===== config.mk =====
export PLATFORM = sky130hd
export DESIGN_NAME = seg7_scan_capture_flat
export DESIGN_NICKNAME = d
export VERILOG_FILES = /design/src/rtl/seg7_scan_if.sv /design/src/rtl/seg7_scan_capture.sv /design/src/flat_wrapper.sv
export SDC_FILE = /design/constraint.sdc
export NUM_CORES = 1
export LEC_CHECK = 0
export CAP_MARGIN = 40
export CORE_MARGIN = 4
export CORE_UTILIZATION = 30
export DETAILED_ROUTE_END_ITERATION = 10
export GPL_TIMING_DRIVEN = 0
export SLEW_MARGIN = 10
export SYNTH_ARGS = -nofsm -noshare
export SYNTH_HDL_FRONTEND = slang
export SYNTH_SLANG_ARGS = --single-unit
export TNS_END_PERCENT = 30

===== constraint.sdc =====
create_clock -name clk -period 2.9 [get_ports clk]
set_clock_uncertainty 0.05 [all_clocks]
set_input_delay 0.58 -clock clk [delete_from_list [all_inputs] [get_ports clk]]
set_output_delay 0.58 -clock clk [all_outputs]
set_load 0.05 [all_outputs]

===== src/rtl/seg7_scan_if.sv =====
// Bus between a multiplexed seven-segment driver and the scan-capture monitor.
// The master drives the segment/select pins; the slave returns decoded frames and error flags.
interface seg7_scan_if #(
    parameter int NUM_DIGITS = 4
);
    logic [6:0]              seg_in_n;
    logic [NUM_DIGITS-1:0]   dig_sel_n;
    logic [4*NUM_DIGITS-1:0] digits_out;
    logic                    frame_valid;
    logic                    seg_err;
    logic                    sel_err;
    logic                    stale;

    modport master (
        output seg_in_n, dig_sel_n,
        input  digits_out, frame_valid, seg_err, sel_err, stale
    );

    modport slave (
        input  seg_in_n, dig_sel_n,
        output digits_out, frame_valid, seg_err, sel_err, stale
    );
endinterface


===== src/rtl/seg7_scan_capture.sv =====
// Samples a multiplexed active-low seven-segment bus and rebuilds the displayed BCD frame.
// Optional macro SEG7_ALT_GLYPH_EN accepts alternate glyphs for 6, 7 and 9.
module seg7_scan_capture #(
    parameter int NUM_DIGITS     = 4,
    parameter int STABLE_CYCLES  = 4,
    parameter int TIMEOUT_CYCLES = 1000000
) (
    input  logic        clk,
    input  logic        rst_n,
    seg7_scan_if.slave  bus
);
    localparam int IW = (NUM_DIGITS > 1) ? $clog2(NUM_DIGITS) : 1;
    localparam int CW = $clog2(STABLE_CYCLES + 1);
    localparam int TW = $clog2(TIMEOUT_CYCLES + 1);
    localparam logic [CW-1:0] STAB_MAX = CW'(STABLE_CYCLES);
    localparam logic [CW-1:0] STAB_PRE = CW'(STABLE_CYCLES - 1);
    localparam logic [TW-1:0] TMO_MAX  = TW'(TIMEOUT_CYCLES);

    function automatic logic [3:0] decode(input logic [6:0] p);
        logic [3:0] c;
        case (p)
            7'b1000000: c = 4'd0;
            7'b1111001: c = 4'd1;
            7'b0100100: c = 4'd2;
            7'b0110000: c = 4'd3;
            7'b0011001: c = 4'd4;
            7'b0010010: c = 4'd5;
            7'b0000010: c = 4'd6;
            7'b1111000: c = 4'd7;
            7'b0000000: c = 4'd8;
            7'b0010000: c = 4'd9;
            7'b1111111: c = 4'hF;
`ifdef SEG7_ALT_GLYPH_EN
            7'b0000011: c = 4'd6;
            7'b1011000: c = 4'd7;
            7'b0011000: c = 4'd9;
`endif
            default:    c = 4'hE;
        endcase
        return c;
    endfunction

    logic [6:0]              seg_s1, seg_s2, seg_prev;
    logic [NUM_DIGITS-1:0]   sel_s1, sel_s2, sel_prev;
    logic                    prev_ok;
    logic [CW-1:0]           stab_cnt, stab_next;
    logic [NUM_DIGITS-1:0]   sel_low, sel_low_m1, mask, mask_next;
    logic [4*NUM_DIGITS-1:0] hold_q, digits_q;
    logic [TW-1:0]           tmo_cnt;
    logic [IW-1:0]           idx;
    logic [3:0]              code;
    logic                    one_low, multi_low, same, commit, frame_fire;
    logic                    frame_q, seg_err_q, sel_err_q;

    // Idle pins (segments dark, no select) are the reset value of the synchronizers.
    always_ff @(posedge clk or negedge rst_n) begin
        if (!rst_n) begin
            seg_s1 <= '1;
            seg_s2 <= '1;
            sel_s1 <= '1;
            sel_s2 <= '1;
        end else begin
            seg_s1 <= bus.seg_in_n;
            seg_s2 <= seg_s1;
            sel_s1 <= bus.dig_sel_n;
            sel_s2 <= sel_s1;
        end
    end

    always_comb begin
        sel_low    = ~sel_s2;
        sel_low_m1 = sel_low - NUM_DIGITS'(1);
        multi_low  = (sel_low & sel_low_m1) != '0;
        one_low    = (sel_low != '0) && !multi_low;
        idx        = '0;
        for (int i = 0; i < NUM_DIGITS; i++) begin
            if (sel_low[i]) idx = IW'(i);
        end
        code = decode(seg_s2);
        same = prev_ok && (seg_s2 == seg_prev) && (sel_s2 == sel_prev);

        stab_next = stab_cnt;
        if (!one_low)
            stab_next = '0;
        else if (!same)
            stab_next = CW'(1);
        else if (stab_cnt != STAB_MAX)
            stab_next = stab_cnt + CW'(1);

        // Commit only on the transition into saturation, once per selection window.
        commit     = one_low && same && (stab_cnt == STAB_PRE);
        frame_fire = &mask;

        mask_next = frame_fire ? '0 : mask;
        if (commit) mask_next[idx] = 1'b1;
    end

    always_ff @(posedge clk or negedge rst_n) begin
        if (!rst_n) begin
            seg_prev  <= '1;
            sel_prev  <= '1;
            prev_ok   <= 1'b0;
            stab_cnt  <= '0;
            mask      <= '0;
            hold_q    <= '1;
            digits_q  <= '1;
            frame_q   <= 1'b0;
            seg_err_q <= 1'b0;
            sel_err_q <= 1'b0;
            tmo_cnt   <= '0;
        end else begin
            seg_prev  <= seg_s2;
            sel_prev  <= sel_s2;
            prev_ok   <= one_low;
            stab_cnt  <= stab_next;
            mask      <= mask_next;
            frame_q   <= frame_fire;
            seg_err_q <= commit && (code == 4'hE);
            sel_err_q <= multi_low;
            if (frame_fire) digits_q <= hold_q;
            if (commit) hold_q[4*idx +: 4] <= code;
            if (frame_fire)
                tmo_cnt <= '0;
            else if (tmo_cnt != TMO_MAX)
                tmo_cnt <= tmo_cnt + TW'(1);
        end
    end

    assign bus.digits_out  = digits_q;
    assign bus.frame_valid = frame_q;
    assign bus.seg_err     = seg_err_q;
    assign bus.sel_err     = sel_err_q;
    assign bus.stale       = (tmo_cnt == TMO_MAX);
endmodule


===== src/flat_wrapper.sv =====
// flat-port wrapper written by rule: the top's interface ports become plain ports
module seg7_scan_capture_flat 
#(
    parameter int NUM_DIGITS     = 4,
    parameter int STABLE_CYCLES  = 4,
    parameter int TIMEOUT_CYCLES = 1000000
)
  (clk, rst_n, bus_seg_in_n, bus_dig_sel_n, bus_digits_out, bus_frame_valid, bus_seg_err, bus_sel_err, bus_stale);
  seg7_scan_if #(.NUM_DIGITS(NUM_DIGITS)) bus_i ();
  input  logic clk;
  input  logic rst_n;
  input wire logic [$bits(bus_i.seg_in_n)-1:0] bus_seg_in_n;
  input wire logic [$bits(bus_i.dig_sel_n)-1:0] bus_dig_sel_n;
  output wire logic [$bits(bus_i.digits_out)-1:0] bus_digits_out;
  output wire logic [$bits(bus_i.frame_valid)-1:0] bus_frame_valid;
  output wire logic [$bits(bus_i.seg_err)-1:0] bus_seg_err;
  output wire logic [$bits(bus_i.sel_err)-1:0] bus_sel_err;
  output wire logic [$bits(bus_i.stale)-1:0] bus_stale;
  assign bus_i.seg_in_n = bus_seg_in_n;
  assign bus_i.dig_sel_n = bus_dig_sel_n;
  assign bus_digits_out = bus_i.digits_out;
  assign bus_frame_valid = bus_i.frame_valid;
  assign bus_seg_err = bus_i.seg_err;
  assign bus_sel_err = bus_i.sel_err;
  assign bus_stale = bus_i.stale;
  seg7_scan_capture #(.NUM_DIGITS(NUM_DIGITS), .STABLE_CYCLES(STABLE_CYCLES), .TIMEOUT_CYCLES(TIMEOUT_CYCLES)) u_core (.clk(clk), .rst_n(rst_n), .bus(bus_i));
endmodule

---- Word-level counts from Yosys, hierarchy flattened ----
Index checks and enable logic that the tools add are counted.
storage, ports and cells
  output and inout port bits .............. 20
  flip-flop bits (word level) ............. 96
  word-level logic and storage cells ...... 71
cells by class
  shifts and indexed selects .............. 2
  muxes and demuxes ....................... 14
  bitwise operators ....................... 3
  reduce and logical (&&, ||, !) cells .... 13
  add/sub/neg operators ................... 4
  magnitude comparators ................... 2
  equal/unequal tests ..................... 18
operators by type and width
  cell                     number
  $pmux 4 s11              1
  $mux 20                  2
  $neg 4->34               1
  $shift 4x34->16 const A  1
  $shiftx 4x34->16         1
  $eq 7x7->1 const B       4
  $eq 7x5->1 const B       3
  $add 20x1->20 const B    1
  $eq 20x20->1 const B     1
  $ne 20x20->1 const B     1
  $bwmux 16                1
  $eq 7x6->1 const B       2
  $mux 3                   3
  $mux 4                   2
  $reduce_bool 4->1        2
  $eq 7x2->1 const B       1
  $eq 7x7->1               1
  $logic_and 1x1->1        7
  $logic_not 7->1          1
  $ne 3x3->1 const B       2
  $and 4x4->4              1
  $eq 4x4->1               1
  $eq 4x4->1 const B       1
  $mux 2                   2
  other kinds (12)         13

---- Depth between registers and ports, before layout ----
Gate-level depths: netlist of run 1.
  word-level depth ........................ 10
  gate-level depth with buffers ........... 7

---- Least setup slack after synthesis of run 1 ----
No wires, ideal clock.
  path type ............................... register to output
  from .................................... register u_core.tmo_cnt[4]
  to ...................................... output bus_stale
  setup slack ............................. -9 ps
  stages on the path, launching flop included .. 5
  data required time ...................... 2270 ps
  data arrival time ....................... 2279 ps
  path through ............................ dfrtp_1 clkbuf_1 nor4b_1 nand2_1 nor4_1
on the way
  longest elaborated chain between the ends .. 1
ends and longest elaborated chain
  item                    RTL line                  source
  from (decl)             seg7_scan_capture.sv:49   logic [TW-1:0] tmo_cnt;
  from (signal assigned)  seg7_scan_capture.sv:125  tmo_cnt <= tmo_cnt + TW'(1);
  $eq 20x20->1            seg7_scan_capture.sv:133  assign bus.stale = (tmo_cnt == TMO_MAX);
  to (decl)               flat_wrapper.sv:18        output wire logic [$bits(bus_i.stale)-1:0] bus_stale;
Every way passes these cells.

---- Worst setup path after layout of run 1 ----
Same ends and word-level chain as after synthesis.

==> run metrics, run 1 <==
status=finished clean; FILL cells=1,376; max cap viols=0; GRT Total Usage=0.110; count leader, synth=nand2_1; CORE AREA=13,800 um^2; top cells by area, synth=dfstp_2, dfrtp_1, nand2_1; Post-synth top flop=dfstp_2; Synth Warn #=0; peak supply drop=0.000284 V; Sequential Area=2480 um^2; first-pass GRT wire length=14,400 um; maximum root-to-sink buffer count=2; Mean Syn Cell Area=10.8 um^2; grt ovf=0; port bufs=32; Post-synth EDFFs=0; Synth area leader=dfstp_2; fmax=384 MHz; clk root buf=clkbuf_16; r2r setup slk=0.42 ns; Mapped Area=4230 um^2; worst r2r path cells=6; synth cell count leaders=nand2_1, dfstp_2, dfrtp_1; post-CTS setup buffers=0; uppermost layer routed=met4; worst path cell trace=clkbuf_1, nor4b_1, nand2_1, nor4_2, dlygate4sd2_1; die area=16,100 um^2; post-DP HPWL=5830 um; FF-to-FF End=u_core.hold_q[2]; DR WL/cell=13.2 um; Hold Path Class=primary input to async pin; sequential fraction of the synthesis area=0.587; slew margin rel.=0.418; fin nets=462; GPL Wtd Cong=0.786; post-layout min period=2.60 ns; Max Fanout on Critical Path=7; post-route cell area=5090 um^2; CTS Sinks=96; crit end category=primary output; top-level I/O count=33; Routed Antenna Nets=0; clock latency on the worst-skew pair=0.34 ns; final wirelength=8220 um; WL met2=3820 um; Fin. Hold Viols=0; Initial Util=0.306; fraction of registers with async set/reset=1.00; delay-heaviest family, CP=buffers and inverters; Seq cells post-synth=96; Post-Syn Nets=417; Rows=43; Reg2Reg Launch Point=u_core.sel_s2[3]; share of the synthesized area in the top cell type=0.404; Netlist cell types=47; DIE WIDTH=127 um; crit path max-delay cell type=dlygate4sd2_1; final worst slack=0.299 ns; worst slew pin tran=0.866 ns; Clock Pin Slew Worst Setup and Hold Paths=0.07 ns; Post-CTS Resized=1; Pre-Repair DR Iteration Count=4; critical path class=flip-flop to primary output; RSZ-0062 raised after global routing=no; TritonCTS clock tree=built; DR vias/cell=4.73; initial antenna violation count=0; DRT met1 WL=3890 um; Lkg Pwr=2.03 nW; slowest stage delay, CP=0.55 ns; Area growth syn-to-layout=20.3%; placed insts=605; crit path buf inv count=2; multi-input logic area=1630 um^2; Crit. path cell count=5; ratio of cells with drive above 1 in the final layout=0.202; cell count after synthesis=391; CTS Buf Count=9; via count=2,938; Final Max Tran Viols=0; Worst Setup Start Kind=flip-flop; power density over the cells=523 nW/um^2; Diodes inserted=0; Setup violations, final=0; die height=127 um; H-tree lvl count=3; DRT iter0 DRCs=193; WP data arrival=1.97 ns; final non-filler cell total=621; CP required=2.27 ns; DRC=0; met3 wire length=350 um; fin crit share=0.897; placed cell area=4810 um^2; vias in the first global route=3,014; largest net degree at the start of global routing=54; hold_buf cts=0; dpl ws=0.346 ns
## report_power, final
| group | total, W | switching [W] | internal, W |
|---|---|---|---|
| registers | 0.00140 | 0.0000178 | 0.00139 |
| logic | 0.000140 | 0.0000881 | 0.0000520 |
| clock network | 0.00112 | 0.000523 | 0.000592 |
## area by class of cell
type,count,share of cell area
multi-input cells,262,0.320
inverters,18,0.0133
clock buffers,9,0.0443
flip-flops and latches,96,0.488
repair buffers,34,0.0686
plain buffers,15,0.0111
clock inverters,7,0.0106
well taps,180,0.0443
## placed cells by master, fill, tap and decap left out, types with 2 or more instances in the layout
cell type	count
inv_6	2
and4_1	2
o211ai_1	2
clkbuf_16	9
o31ai_1	12
clkdlybuf4s50_1	30
nand3_1	14
clkbuf_1	12
buf_1	3
xor2_1	6
a22o_1	4
ha_1	13
nand2_1	71
a21oi_1	6
and3_1	4
nand4b_1	2
o21ai_0	17
o2bb2ai_1	4
nor2_1	25
nor4b_1	2
clkinv_2	2
dfstp_2	65
nor4_1	4
or3_1	5
nor3_1	8
nand4_1	14
and2_1	3
xnor2_1	23
inv_1	17
dfrtp_1	31
## per-stage QoR
step           total power [W]  hold WS, ns   util  TNS (ns)
6_report               0.00266        0.173  0.368         0
5_1_grt                0.00277        0.215  0.368         0
4_1_cts                0.00270        0.188  0.368         0
3_5_place_dp           0.00157        0.297  0.348         0
3_3_place_gp           0.00156        0.295  0.346   -132.42
2_1_floorplan          0.00150        0.234      -         0
## sequential cells by signal, indices dropped and copies added (netlist names), 3 cells and up
name,count
u_core.bus.digits_out,16
u_core.hold_q,16
u_core.mask,4
u_core.seg_prev,7
u_core.seg_s1,7
u_core.seg_s2,7
u_core.sel_prev,4
u_core.sel_s1,4
u_core.sel_s2,4
u_core.stab_cnt,3
u_core.tmo_cnt,20
## worst reg2reg max path, stage by stage, from the launching register on
cell	delay, ns
dfstp_2	0.60
nand2_1	0.20
inv_1	0.25
nand3_1	0.21
a2111o_1	0.51
or3_4	0.42
o2bb2ai_1	0.18
## worst max-delay path by stage
stage                            startpoint  slack, ns            endpoint
after floorplan            u_core.sel_s2[2]       0.48    u_core.hold_q[4]
after global placement                rst_n      -2.12  u_core.bus.sel_err
after detailed placement  u_core.tmo_cnt[4]       0.35           bus_stale
after CTS                 u_core.tmo_cnt[4]       0.28           bus_stale
after global routing       u_core.seg_s2[4]       0.16   u_core.hold_q[11]
final                     u_core.tmo_cnt[4]       0.30           bus_stale
## layer usage
metal / vias up / GRT usage
met4: 0 / 0.0429
met3: 12 / 0.0295
li1: 1446 / -
met1: 1427 / 0.143
met2: 53 / 0.175
met5: - / 0
## cell families after synthesis
kind of cell	count (synthesis)	synth area share
AO/OA/AOI/OAI	57	0.0986
multiplexers	1	0.00237
XOR/XNOR	29	0.0601
adder cells (fa/ha/maj)	13	0.0385
AND/OR/NAND/NOR	162	0.184
flip-flops	96	0.587
buffers and inverters	33	0.0293
Note: power is estimated with default switching activity, not from simulation.
==> inputs of run 2 (changes only) <==
- TNS_END_PERCENT: 30 -> 50
==> results of run 2 <==
Final layout, timing and power as in run 1 (identical DEF).
